===== config.mk =====
export PLATFORM = sky130hd
export DESIGN_NAME = pc_gen
export DESIGN_NICKNAME = d
export VERILOG_FILES = /design/src/rtl/pc_gen.sv
export SDC_FILE = /design/constraint.sdc
export NUM_CORES = 1
export LEC_CHECK = 0
export ABC_AREA = 1
export BUFFER_PORTS_ARGS = -buffer_cell sky130_fd_sc_hd__clkbuf_2
export CAP_MARGIN = 30
export CORE_MARGIN = 2
export CORE_UTILIZATION = 30
export CTS_CLUSTER_DIAMETER = 150
export DETAILED_ROUTE_END_ITERATION = 12
export REMOVE_ABC_BUFFERS = 1
export SLEW_MARGIN = 0
export SYNTH_ARGS = -nofsm -noshare
export SYNTH_HDL_FRONTEND = slang
export SYNTH_SLANG_ARGS = --single-unit

===== constraint.sdc =====
create_clock -name clk -period 2.4 [get_ports clk]
set_input_delay 0.12 -clock clk [delete_from_list [all_inputs] [get_ports clk]]
set_output_delay 0.12 -clock clk [all_outputs]
set_load 0.02 [all_outputs]

===== src/rtl/pc_gen.sv =====
`timescale 1ns/1ps
// Program-counter generator: next-PC selection, misaligned-target trap redirect,
// and a circular return-address stack for call/return prediction.
module pc_gen #(
    parameter int unsigned     XLEN      = 32,
    parameter logic [XLEN-1:0] RESET_VEC = '0,
    parameter int unsigned     RAS_DEPTH = 4
) (
    input  logic            clk,
    input  logic            rst,
    input  logic            Stall,
    input  logic [1:0]      PCSrc,
    input  logic [XLEN-1:0] ImmExt,
    input  logic [XLEN-1:0] RS1,
    input  logic [XLEN-1:0] TrapVec,
    input  logic            IsCall,
    input  logic            IsRet,
    output logic [XLEN-1:0] PC,
    output logic [XLEN-1:0] PCPlus4,
    output logic [XLEN-1:0] RasTop,
    output logic            RasValid,
    output logic            MisalignErr,
    output logic [XLEN-1:0] BadAddr
);

    localparam int unsigned     PTR_W = $clog2(RAS_DEPTH);
    localparam int unsigned     CNT_W = $clog2(RAS_DEPTH + 1);
    localparam logic [CNT_W-1:0] FULL = CNT_W'(RAS_DEPTH);

    logic [XLEN-1:0]  ras_q [RAS_DEPTH];
    logic [PTR_W-1:0] top_q, top_d, wr_idx;
    logic [CNT_W-1:0] cnt_q, cnt_d;
    logic [XLEN-1:0]  target, jalr_sum, pc_d, bad_d;
    logic             misalign, err_d, wr_en, push;

    assign PCPlus4  = PC + XLEN'(4);
    assign RasValid = (cnt_q != '0);
    assign RasTop   = RasValid ? ras_q[top_q] : '0;
    assign jalr_sum = RS1 + ImmExt;

    // Target select and alignment check; only branch/JALR targets can fault.
    always_comb begin
        target = TrapVec;
        unique case (PCSrc)
            2'b00:   target = PCPlus4;
            2'b01:   target = PC + ImmExt;
            2'b10:   target = {jalr_sum[XLEN-1:1], 1'b0};
            default: target = TrapVec;
        endcase
        misalign = ((PCSrc == 2'b01) || (PCSrc == 2'b10)) && (target[1:0] != 2'b00);
    end

    // Next-state for PC, fault capture and the return-address stack.
    always_comb begin
        pc_d   = misalign ? TrapVec : target;
        err_d  = misalign;
        bad_d  = misalign ? target : BadAddr;
        top_d  = top_q;
        cnt_d  = cnt_q;
        wr_en  = 1'b0;
        wr_idx = top_q;
        push   = 1'b0;
        if (!Stall && !misalign) begin
            // Call+return on an empty stack degenerates to a plain push.
            push = IsCall && (!IsRet || (cnt_q == '0));
            if (push) begin
                top_d  = top_q + PTR_W'(1);
                wr_idx = top_q + PTR_W'(1);
                wr_en  = 1'b1;
                if (cnt_q != FULL) begin
                    cnt_d = cnt_q + CNT_W'(1);
                end
            end else if (IsCall && IsRet) begin
                wr_en = 1'b1;
            end else if (IsRet && (cnt_q != '0)) begin
                top_d = top_q - PTR_W'(1);
                cnt_d = cnt_q - CNT_W'(1);
            end
            if (PCSrc == 2'b11) begin
                cnt_d = '0;
            end
        end
    end

    always_ff @(posedge clk or negedge rst) begin
        if (!rst) begin
            PC          <= RESET_VEC;
            MisalignErr <= 1'b0;
            BadAddr     <= '0;
            top_q       <= '0;
            cnt_q       <= '0;
            for (int i = 0; i < int'(RAS_DEPTH); i++) begin
                ras_q[i] <= '0;
            end
        end else begin
            if (!Stall) begin
                PC          <= pc_d;
                MisalignErr <= err_d;
                BadAddr     <= bad_d;
            end
            top_q <= top_d;
            cnt_q <= cnt_d;
            if (wr_en) begin
                ras_q[wr_idx] <= PCPlus4;
            end
        end
    end

endmodule


==> flow_results.org, run 1 <==
** Status
- The run finished, with violations left.
- The checks that failed: negative setup slack.

** Die
- 233 I/O pins were placed.
- In this run the core area contains 83 standard-cell rows.
- Core box area :: 51500 um^2
- Die outline area :: 54200 um^2
- For this configuration, the core starts out at a cell density of 30.5%.
- Die Y :: 233 um
- The die is 233 um wide.

** Detailed routing
- First drt pass iteration count :: 5
- Vias per Instance :: 4.96
- Via total after detailed routing :: 18200
- Final routed wirelength across all metal layers :: 67.1 mm
- The detail route stage leaves a number of antenna-violating nets equal to 0.
- After detailed routing, the average wire length per cell comes to 18.3 um.
- Number of remaining DRC errors :: 0
- In this run, the number of DRC markers left after iteration 0 of detailed routing was 1742.

** Critical path
- Nature of the critical path endpoint :: flip-flop
- Walking the worst path, the cells encountered are ha_2 > inv_2 > fa_1 > o22ai_2 > o22ai_2 > nand2_1 > nand2_2 > nand2_4 > nand2_2 > nand2_2 > buf_12 > nor2_4 > nand2_4 > clkbuf_16 > nand2_1 > nand2_1.
- Largest stage delay, worst path :: 480 ps
- Grouping stages by cell kind, the critical path spends the most delay in simple AND/OR/NAND/NOR gates.
- At the worst endpoint, the required time is 2770 ps.
- The critical path is of the flip-flop to flip-flop type.
- The worst setup path is launched from a flip-flop.
- Among all stages on the critical path, the largest delay is contributed by sky130_fd_sc_hd__fa_1.
- Worst-path fanout max :: 7
- Arr. time, crit path :: 3010 ps
- Buf/Inv on CP :: 3

** STA
- Post-route clock period utilization :: 110%
- Least setup slack across all paths after layout :: -243 ps
- Setup repair after global routing could not meet its margin everywhere.
- Static timing analysis puts the maximum clock frequency at 0.378 GHz.
- Pin slew with the least headroom to its limit :: 664 ps
- The total count of hold-check failures in the final report was 0.
- Number of pins with negative max-slew slack in the final report :: 0
- The worst pin sits at a relative slew slack of 55.7%.
- Setup violations remaining at the end of the flow were counted as 189.
- Fin Clk Skew :: 21.8 ps
- Final total negative setup slack :: -22660 ps
- Final min period :: 2640 ps

** Yosys
- Number of flops mapped to enable cells by yosys :: 0
- Summing every instance area after synthesis gives 15700 um^2.
- Sequential cell area fraction in the yosys report :: 31.5%
- Yosys synthesis warning count :: 0
- Post-synthesis cell type count :: 40
- In this run, synthesis produced a sequential element count of 198.
- Async set-or-reset flop fraction in the synthesized netlist :: 100%
- Averaged over all synthesized cells, the footprint is 6.09 um^2.
- In the synthesized netlist, the number of instances is 2579.
- In the synthesized netlist the dominant register cell turns out to be sky130_fd_sc_hd__dfrtp_1.

** GRT
- First-pass GRT wire length :: 98.6 mm
- Global routing consumed, over all layers together, 23.8% of the routing resources.
- For this run the aggregate overflow at the end of global routing stands at 0.
- The number of global-route vias before repair was 16400.
- Pin count of the biggest net entering global routing :: 75
- The initial antenna violation count was 1.

** Worst hold path
- Class of the worst hold path :: input pin to flip-flop

** CTS
- The clock tree synthesis step divided the H-tree into 4 levels.
- Number of CTS-inserted buffers :: 17
- The later pin in the worst-skew pair is clocked with a latency of 480 ps.
- Root Driver :: sky130_fd_sc_hd__clkbuf_16
- The clock passes through at most 2 buffers.
- Clock edge transition at the registers on the reported setup and hold paths :: 90 ps
- TritonCTS built the clock tree.
- Number of sinks driven by the clock tree :: 198

** Placed design
- Number of port buffers :: 232
- After detailed placement, the design holds a cell count of 3546.
- After legalization and detailed placement, the total HPWL measured 49.7 mm.
- Routability congestion estimate from global placement :: 0.954
- Pre-CTS setup slack :: -215 ps

** Cells and area
- After the flow finishes, the layout carries non-filler instances totaling 3671.
- Storage cell area :: 4960 um^2
- Ratio of cells with drive above 1 in the final layout :: 26.5%
- Cells fill 42.1% of the core in the end.
- The area growth from synthesis to layout is 38.0%.
- Area taken by multi-input logic gates :: 10100 um^2
- Nets@finish :: 3149
- Fillcell total :: 5446

** Run
- Across the run, the number of max-cap violations was 0.

** Pwr
- The analysis attributes to cell leakage a power of 0.0118 uW.
- Power spread over the standard cell area amounts to 962 nW/um^2.
- VDD sags by at most 0.000699 V.
## where the power goes
part           switching, uW  internal, uW  total (uW)
Clock                   1530          1380        2910
Combinational           7860          4420       12300
Sequential               982          4670        5650
Total                  10400         10500       20800
## synthesized netlist by cell type (10+ instances only)
master,instances,area [um^2]
sky130_fd_sc_hd__xor2_1,15,131
sky130_fd_sc_hd__o21ai_1,53,265
sky130_fd_sc_hd__inv_1,354,1330
sky130_fd_sc_hd__dfrtp_1,198,4950
sky130_fd_sc_hd__a21oi_1,86,430
sky130_fd_sc_hd__buf_2,24,120
sky130_fd_sc_hd__o22ai_1,18,113
sky130_fd_sc_hd__nand3b_1,10,75.1
sky130_fd_sc_hd__nand3_1,219,1100
sky130_fd_sc_hd__o21ai_0,99,495
sky130_fd_sc_hd__or2_2,18,113
sky130_fd_sc_hd__inv_2,20,75.1
sky130_fd_sc_hd__nor2_1,241,905
sky130_fd_sc_hd__ha_1,66,826
sky130_fd_sc_hd__clkbuf_1,45,169
sky130_fd_sc_hd__nor3_1,18,90.1
sky130_fd_sc_hd__nand2_1,974,3660
sky130_fd_sc_hd__buf_1,12,45.0
sky130_fd_sc_hd__buf_4,10,75.1
sky130_fd_sc_hd__nand4_1,54,338
## flip-flops by register name, indices dropped and copies added, names as in the netlist
name / cells
ras_q: 128
BadAddr: 32
PC: 32
cnt_q: 3
top_q: 2
MisalignErr: 1
## logic make-up after synthesis
family	after synthesis	synth area share [%]
AO/OA/AOI/OAI	281	9.60
XOR/XNOR	16	0.892
adder cells (fa/ha/maj)	69	5.64
buffers and inverters	467	11.6
flip-flops	198	31.5
AND/OR/NAND/NOR	1548	40.7
## worst min-delay path, cell delays in order
cell and delay [ps]:
sky130_fd_sc_hd__clkbuf_2 90, sky130_fd_sc_hd__inv_1 70, sky130_fd_sc_hd__o22ai_2 70, sky130_fd_sc_hd__inv_1 50, sky130_fd_sc_hd__nand2_1 40
## through the flow
| step | instance area [um^2] | total power [uW] | hold slack (ps) |
|---|---|---|---|
| after global placement | 18600 | 16300 | 204 |
| after detailed placement | 18600 | 16400 | 204 |
| after global routing | 21700 | 22400 | 23.4 |
| after floorplan | 15300 | 11800 | -176 |
| after CTS | 20000 | 19700 | 2.06 |
| final | 21700 | 20800 | 22.5 |
## layer usage
| layer | GRT usage, % | share of wire, % |
|---|---|---|
| met5 | 0 | 0 |
| met3 | 3.71 | 7.2 |
| met2 | 37.6 | 45 |
| met1 | 33.5 | 45 |
| met4 | 6.63 | 2.4 |
## final timing paths
kind | from | endpoint | slack [ps] | cells after the start
max | PC[0] | ras_q[13] | -240 | 16
min | TrapVec[31] | PC[31] | 20 | 5
max reg2reg | PC[0] | ras_q[13] | -240 | 16
min reg2reg | ras_q[20] | ras_q[20] | 470 | 2
max in group asynchronous | rst | ras_q[90] | 1320 | 3
min in group asynchronous | rst | PC[1] | 250 | 2
## final cells by class
cell class | instances | share of cell area [%]
sequential | 198 | 22.9
antenna | 1 | 0.0115
multi-input combinational | 1914 | 46.7
clock buffer | 17 | 1.96
timing repair buffer | 471 | 17.2
inverter | 375 | 6.66
clock inverter | 15 | 0.664
tap | 680 | 3.93
## repair_timing
| action | 4_1_cts | 5_1_grt |
|---|---|---|
| buffers inserted | 23 | 39 |
| endpoints found under the setup margin | 183 | 217 |
| endpoints found under the hold margin | 90 | 0 |
| cloned | 4 | 10 |
| hold buffers | 21 | 0 |
| gates resized for setup | 110 | 325 |
| pin swaps | 5 | 56 |
## cells in the final DEF (no fill, tap or decap), types with 8 or more instances in the layout
master	Yosys	layout
sky130_fd_sc_hd__nand4_1	54	54
sky130_fd_sc_hd__nand3_2	1	42
sky130_fd_sc_hd__ha_4	0	9
sky130_fd_sc_hd__xor2_1	15	12
sky130_fd_sc_hd__inv_1	354	331
sky130_fd_sc_hd__dlygate4sd3_1	0	21
sky130_fd_sc_hd__nor2_1	241	208
sky130_fd_sc_hd__o21ai_2	0	16
sky130_fd_sc_hd__nand2_1	974	881
sky130_fd_sc_hd__o22ai_2	1	9
sky130_fd_sc_hd__o21ai_0	99	95
sky130_fd_sc_hd__ha_1	66	52
sky130_fd_sc_hd__nor3_4	2	8
sky130_fd_sc_hd__o21ai_1	53	41
sky130_fd_sc_hd__inv_2	20	36
sky130_fd_sc_hd__clkbuf_2	0	216
sky130_fd_sc_hd__o22ai_1	18	10
sky130_fd_sc_hd__clkbuf_16	0	26
sky130_fd_sc_hd__nand3b_1	10	10
sky130_fd_sc_hd__a21oi_1	86	80
sky130_fd_sc_hd__nand2_4	0	21
sky130_fd_sc_hd__buf_4	10	157
sky130_fd_sc_hd__dfrtp_1	198	191
sky130_fd_sc_hd__or2_2	18	17
sky130_fd_sc_hd__nand3_4	0	9
sky130_fd_sc_hd__nor2_2	0	24
sky130_fd_sc_hd__nand2_2	2	73
sky130_fd_sc_hd__nand3_1	219	169
sky130_fd_sc_hd__buf_12	0	22
sky130_fd_sc_hd__nor2_4	1	10
sky130_fd_sc_hd__buf_6	1	27
Power figures use the tool's default switching activity.
==> inputs of run 2 (changes only) <==
==> constraint.sdc (replaced) <==
create_clock -name clk -period 2.4 [get_ports clk]
set_input_delay 0.48 -clock clk [delete_from_list [all_inputs] [get_ports clk]]
set_output_delay 0.48 -clock clk [all_outputs]
set_load 0.02 [all_outputs]
==> run 2 against run 1 <==
Against the previous run: the flow still finishes with violations (negative setup slack); fmax down 1.3%; highest routed layer unchanged; worst hold slack better by 4.9 ps; global-route usage up 0.48 points; sequential power down 0.9%; wire length up 2.9%; critical path type unchanged; sequential share of layout area down 1.6 points; clock-buffer cell count up 1; first-iteration DRC count down 4.7%.
==> flow_results.org, run 2 (synthesis results as in run 1) <==
** Placed design
- The wire-length estimate of the detail-placed layout is 50.3 mm.
- Number of port buffers :: 232
- Pre-CTS setup slack :: -537 ps
- At the end of routability-driven placement, the weighted congestion stood at 0.944.

** CTS
- Clock edge transition at the registers on the reported setup and hold paths :: 90 ps
- Root Driver :: sky130_fd_sc_hd__clkbuf_16
- Number of sinks driven by the clock tree :: 198
- TritonCTS built the clock tree.
- Total number of H-tree levels :: 4
- The later pin in the worst-skew pair is clocked with a latency of 470 ps.
- In this run, CTS created clock tree buffers numbering 17.
- In this run the deepest clock path goes through 2 buffers.

** Critical path
- Critical path capture point :: ras_q[73]
- Terminus of the critical flop-to-flop path :: ras_q[73]
- Broken down by cell family, the worst path's largest delay share belongs to simple AND/OR/NAND/NOR gates.
- Data on the critical path arrives at its endpoint at 3030 ps.
- Reg-to-reg setup timing slack :: -280 ps
- In this run the critical register-to-register path is launched from PC[0].
- The critical path crosses 15 cells after its start point.
- Nature of the critical path endpoint :: flip-flop
- For the worst setup path, the data required time is 2750 ps.
- Launch point of the critical path :: PC[0]
- Ordered list of cells on the worst path :: ha_2 > inv_2 > fa_1 > o22ai_2 > o22ai_2 > nand2_1 > nand2_2 > nand2_4 > nand2_1 > nand2_4 > nor2_4 > nand2_4 > buf_12 > nand2_1 > nand2_2
- Type of the worst setup path :: flip-flop to flip-flop
- R2R cell count :: 15
- STA classifies the critical path startpoint as a flip-flop.
- The largest single stage delay on the critical path is 490 ps.
- The largest individual stage delay along the critical path comes from the cell sky130_fd_sc_hd__fa_1.
- Along the worst path, the maximum fanout reaches 23.
- The number of buffers and inverters on the critical path is 2.

** GRT
- Pin count of the biggest net entering global routing :: 59
- The number of global-route vias before repair came to 17100.
- After global routing the overflow that remains totals 0.
- The first global-routing pass estimated 100 mm of wire.
- The initial antenna violation count is 0.
- Total routing resource utilization after global routing :: 24.3%

** Run
- The tool flagged a number of max-cap violations equal to 0.

** Die
- The die is 233 um tall.
- 233 I/O pins were placed.
- In this run the standard cell core region covers 51500 um^2.
- In this run the core area contains 83 standard-cell rows.
- The floorplan step defined a die boundary enclosing 54200 um^2.
- Width of the chip :: 233 um
- Once the floorplan was initialized, standard cells occupied 30.5% of the core.

** Cells and area
- In the final layout, the registers with the most flip-flops are ras_q: 128 flops, BadAddr: 32 flops, PC: 32 flops.
- Register with the highest flop count :: ras_q
- Area taken by multi-input logic gates :: 10400 um^2
- Relative area change from synthesis to final layout :: 48.6%
- Nets@finish :: 3304
- Layout Utilization :: 45.3%
- Flip-flop count of the largest register after layout :: 128
- In the layout the commonest cells are sky130_fd_sc_hd__nand2_1, sky130_fd_sc_hd__inv_1, sky130_fd_sc_hd__buf_4.
- Fill cells in the final layout number 5282.
- In the final layout, the share of cells above drive strength 1 is 32.1%.
- Most common library cell in the layout ignoring fill and taps :: sky130_fd_sc_hd__nand2_1
- Storage cell area :: 4980 um^2
- The number of antenna diodes in the final layout is 0.

** STA
- The final-report max-slew violation count was 0.
- Fin Clk Skew :: 19.9 ps
- The total count of hold-check failures in the final report was 0.
- Setup repair after global routing could not meet its margin everywhere.
- Dividing the final minimum period by the clock period gives 112%.
- For the pin with the worst max-slew slack, the measured transition is 592 ps.
- Max transition margin :: 60.5%
- Upper clock frequency limit :: 0.374 GHz
- Final min period :: 2680 ps
- Number of setup violations in the final report :: 221
- Across all setup checks in the final design, the least slack found is -277 ps.

** Detailed routing
- The first detailed-routing pass took 5 iterations.
- The count of nets left with antenna violations once routing finished came out at 0.
- Detailed routing inserted a total of 18800 vias.
- In the routed design, unresolved DRC markers number 0.
- For this block, the initial DRC count from the detailed router was 1660.
- Dividing the detail-routed wire length by the instance count gives 18.0 um.
- Final routed wirelength across all metal layers :: 69.0 mm
- Vias per Instance :: 4.92

** Status
- Violated checks :: negative setup slack
- The flow ran to the end, but the final reports show violations.

** Pwr
- IR analysis of the VDD net gives a maximum drop of 0.000757 V.
- In this run the static leakage power is 0.0128 uW.
- Power spread over the standard cell area amounts to 951 nW/um^2.

** Worst hold path
- The worst hold path belongs to the class input pin to async pin.
==> run 2: changes by cell type in the layout (fill, tap and decap cells not counted), moves of 12 or more <==
cell	previous run	this run
sky130_fd_sc_hd__buf_4	157	313
sky130_fd_sc_hd__buf_6	27	54
sky130_fd_sc_hd__dlygate4sd3_1	21	0
sky130_fd_sc_hd__inv_1	331	319
sky130_fd_sc_hd__inv_4	4	21
sky130_fd_sc_hd__nand2_1	881	856
sky130_fd_sc_hd__nand2_4	21	45
sky130_fd_sc_hd__nand3_1	169	186
sky130_fd_sc_hd__nand3_2	42	26
sky130_fd_sc_hd__nor2_1	208	196
sky130_fd_sc_hd__nor2_4	10	26
sky130_fd_sc_hd__o21ai_1	41	56
==> run 2: worst register-to-register path: stages, from the launching register on <==
cell	delay [ps]
sky130_fd_sc_hd__dfrtp_1	410
sky130_fd_sc_hd__ha_2	210
sky130_fd_sc_hd__inv_2	40
sky130_fd_sc_hd__fa_1	490
sky130_fd_sc_hd__o22ai_2	70
sky130_fd_sc_hd__o22ai_2	120
sky130_fd_sc_hd__nand2_1	100
sky130_fd_sc_hd__nand2_2	130
sky130_fd_sc_hd__nand2_4	70
sky130_fd_sc_hd__nand2_1	110
sky130_fd_sc_hd__nand2_4	110
sky130_fd_sc_hd__nor2_4	240
sky130_fd_sc_hd__nand2_4	120
sky130_fd_sc_hd__buf_12	180
sky130_fd_sc_hd__nand2_1	90
sky130_fd_sc_hd__nand2_2	50
==> run 2: repair_timing <==
action                     CTS  global route
pin swaps                   58            97
hold buffers                 0             0
buffers inserted            69            31
gates cloned                 3             7
setup endpoints to repair  236           245
resized for setup          290           290
==> run 2: layout make-up <==
class,instances,area share [%]
repair buffers,626,21.3
well taps,680,3.65
clock buffers,18,1.88
inverters,375,6.32
clock inverters,14,0.804
flip-flops and latches,198,21.3
multi-input cells,1914,44.7
==> run 2: stage by stage <==
step	std cells	setup TNS (ps)	hold slack [ps]	total power, uW	area, um^2
after global routing	3825	-52770	40.3	23700	23300
after floorplan	2487	-380490	184	11800	15300
after CTS	3792	-14640	33.5	21200	21800
after detailed placement	3688	-74740	453	16900	19700
final	3825	-32860	27.4	22200	23300
after global placement	3688	-62640	449	16900	19700
==> run 2: how the worst min path moves through the flow <==
stage	endpoint	slack, ps	depth (start not counted)
after floorplan	BadAddr[0]	180	0
after global placement	ras_q[30]	450	2
after detailed placement	ras_q[2]	450	2
after CTS	ras_q[67]	30	1
after global routing	ras_q[67]	40	1
final	ras_q[67]	30	1
==> run 2: power breakdown <==
group          internal [uW]  switching, uW
Combinational           5230           8210
Clock                   1620           1530
Sequential              4670            927
Total                  11500          10700
==> run 2: metal layers <==
metal / up-vias / global-route usage, % / share of wire [%]
li1: 9229 / - / -
met1: 8728 / 32.5 / 44
met2: 752 / 39.5 / 46
met3: 103 / 4.39 / 7.2
met4: 0 / 7.70 / 3.3
met5: - / 0 / 0
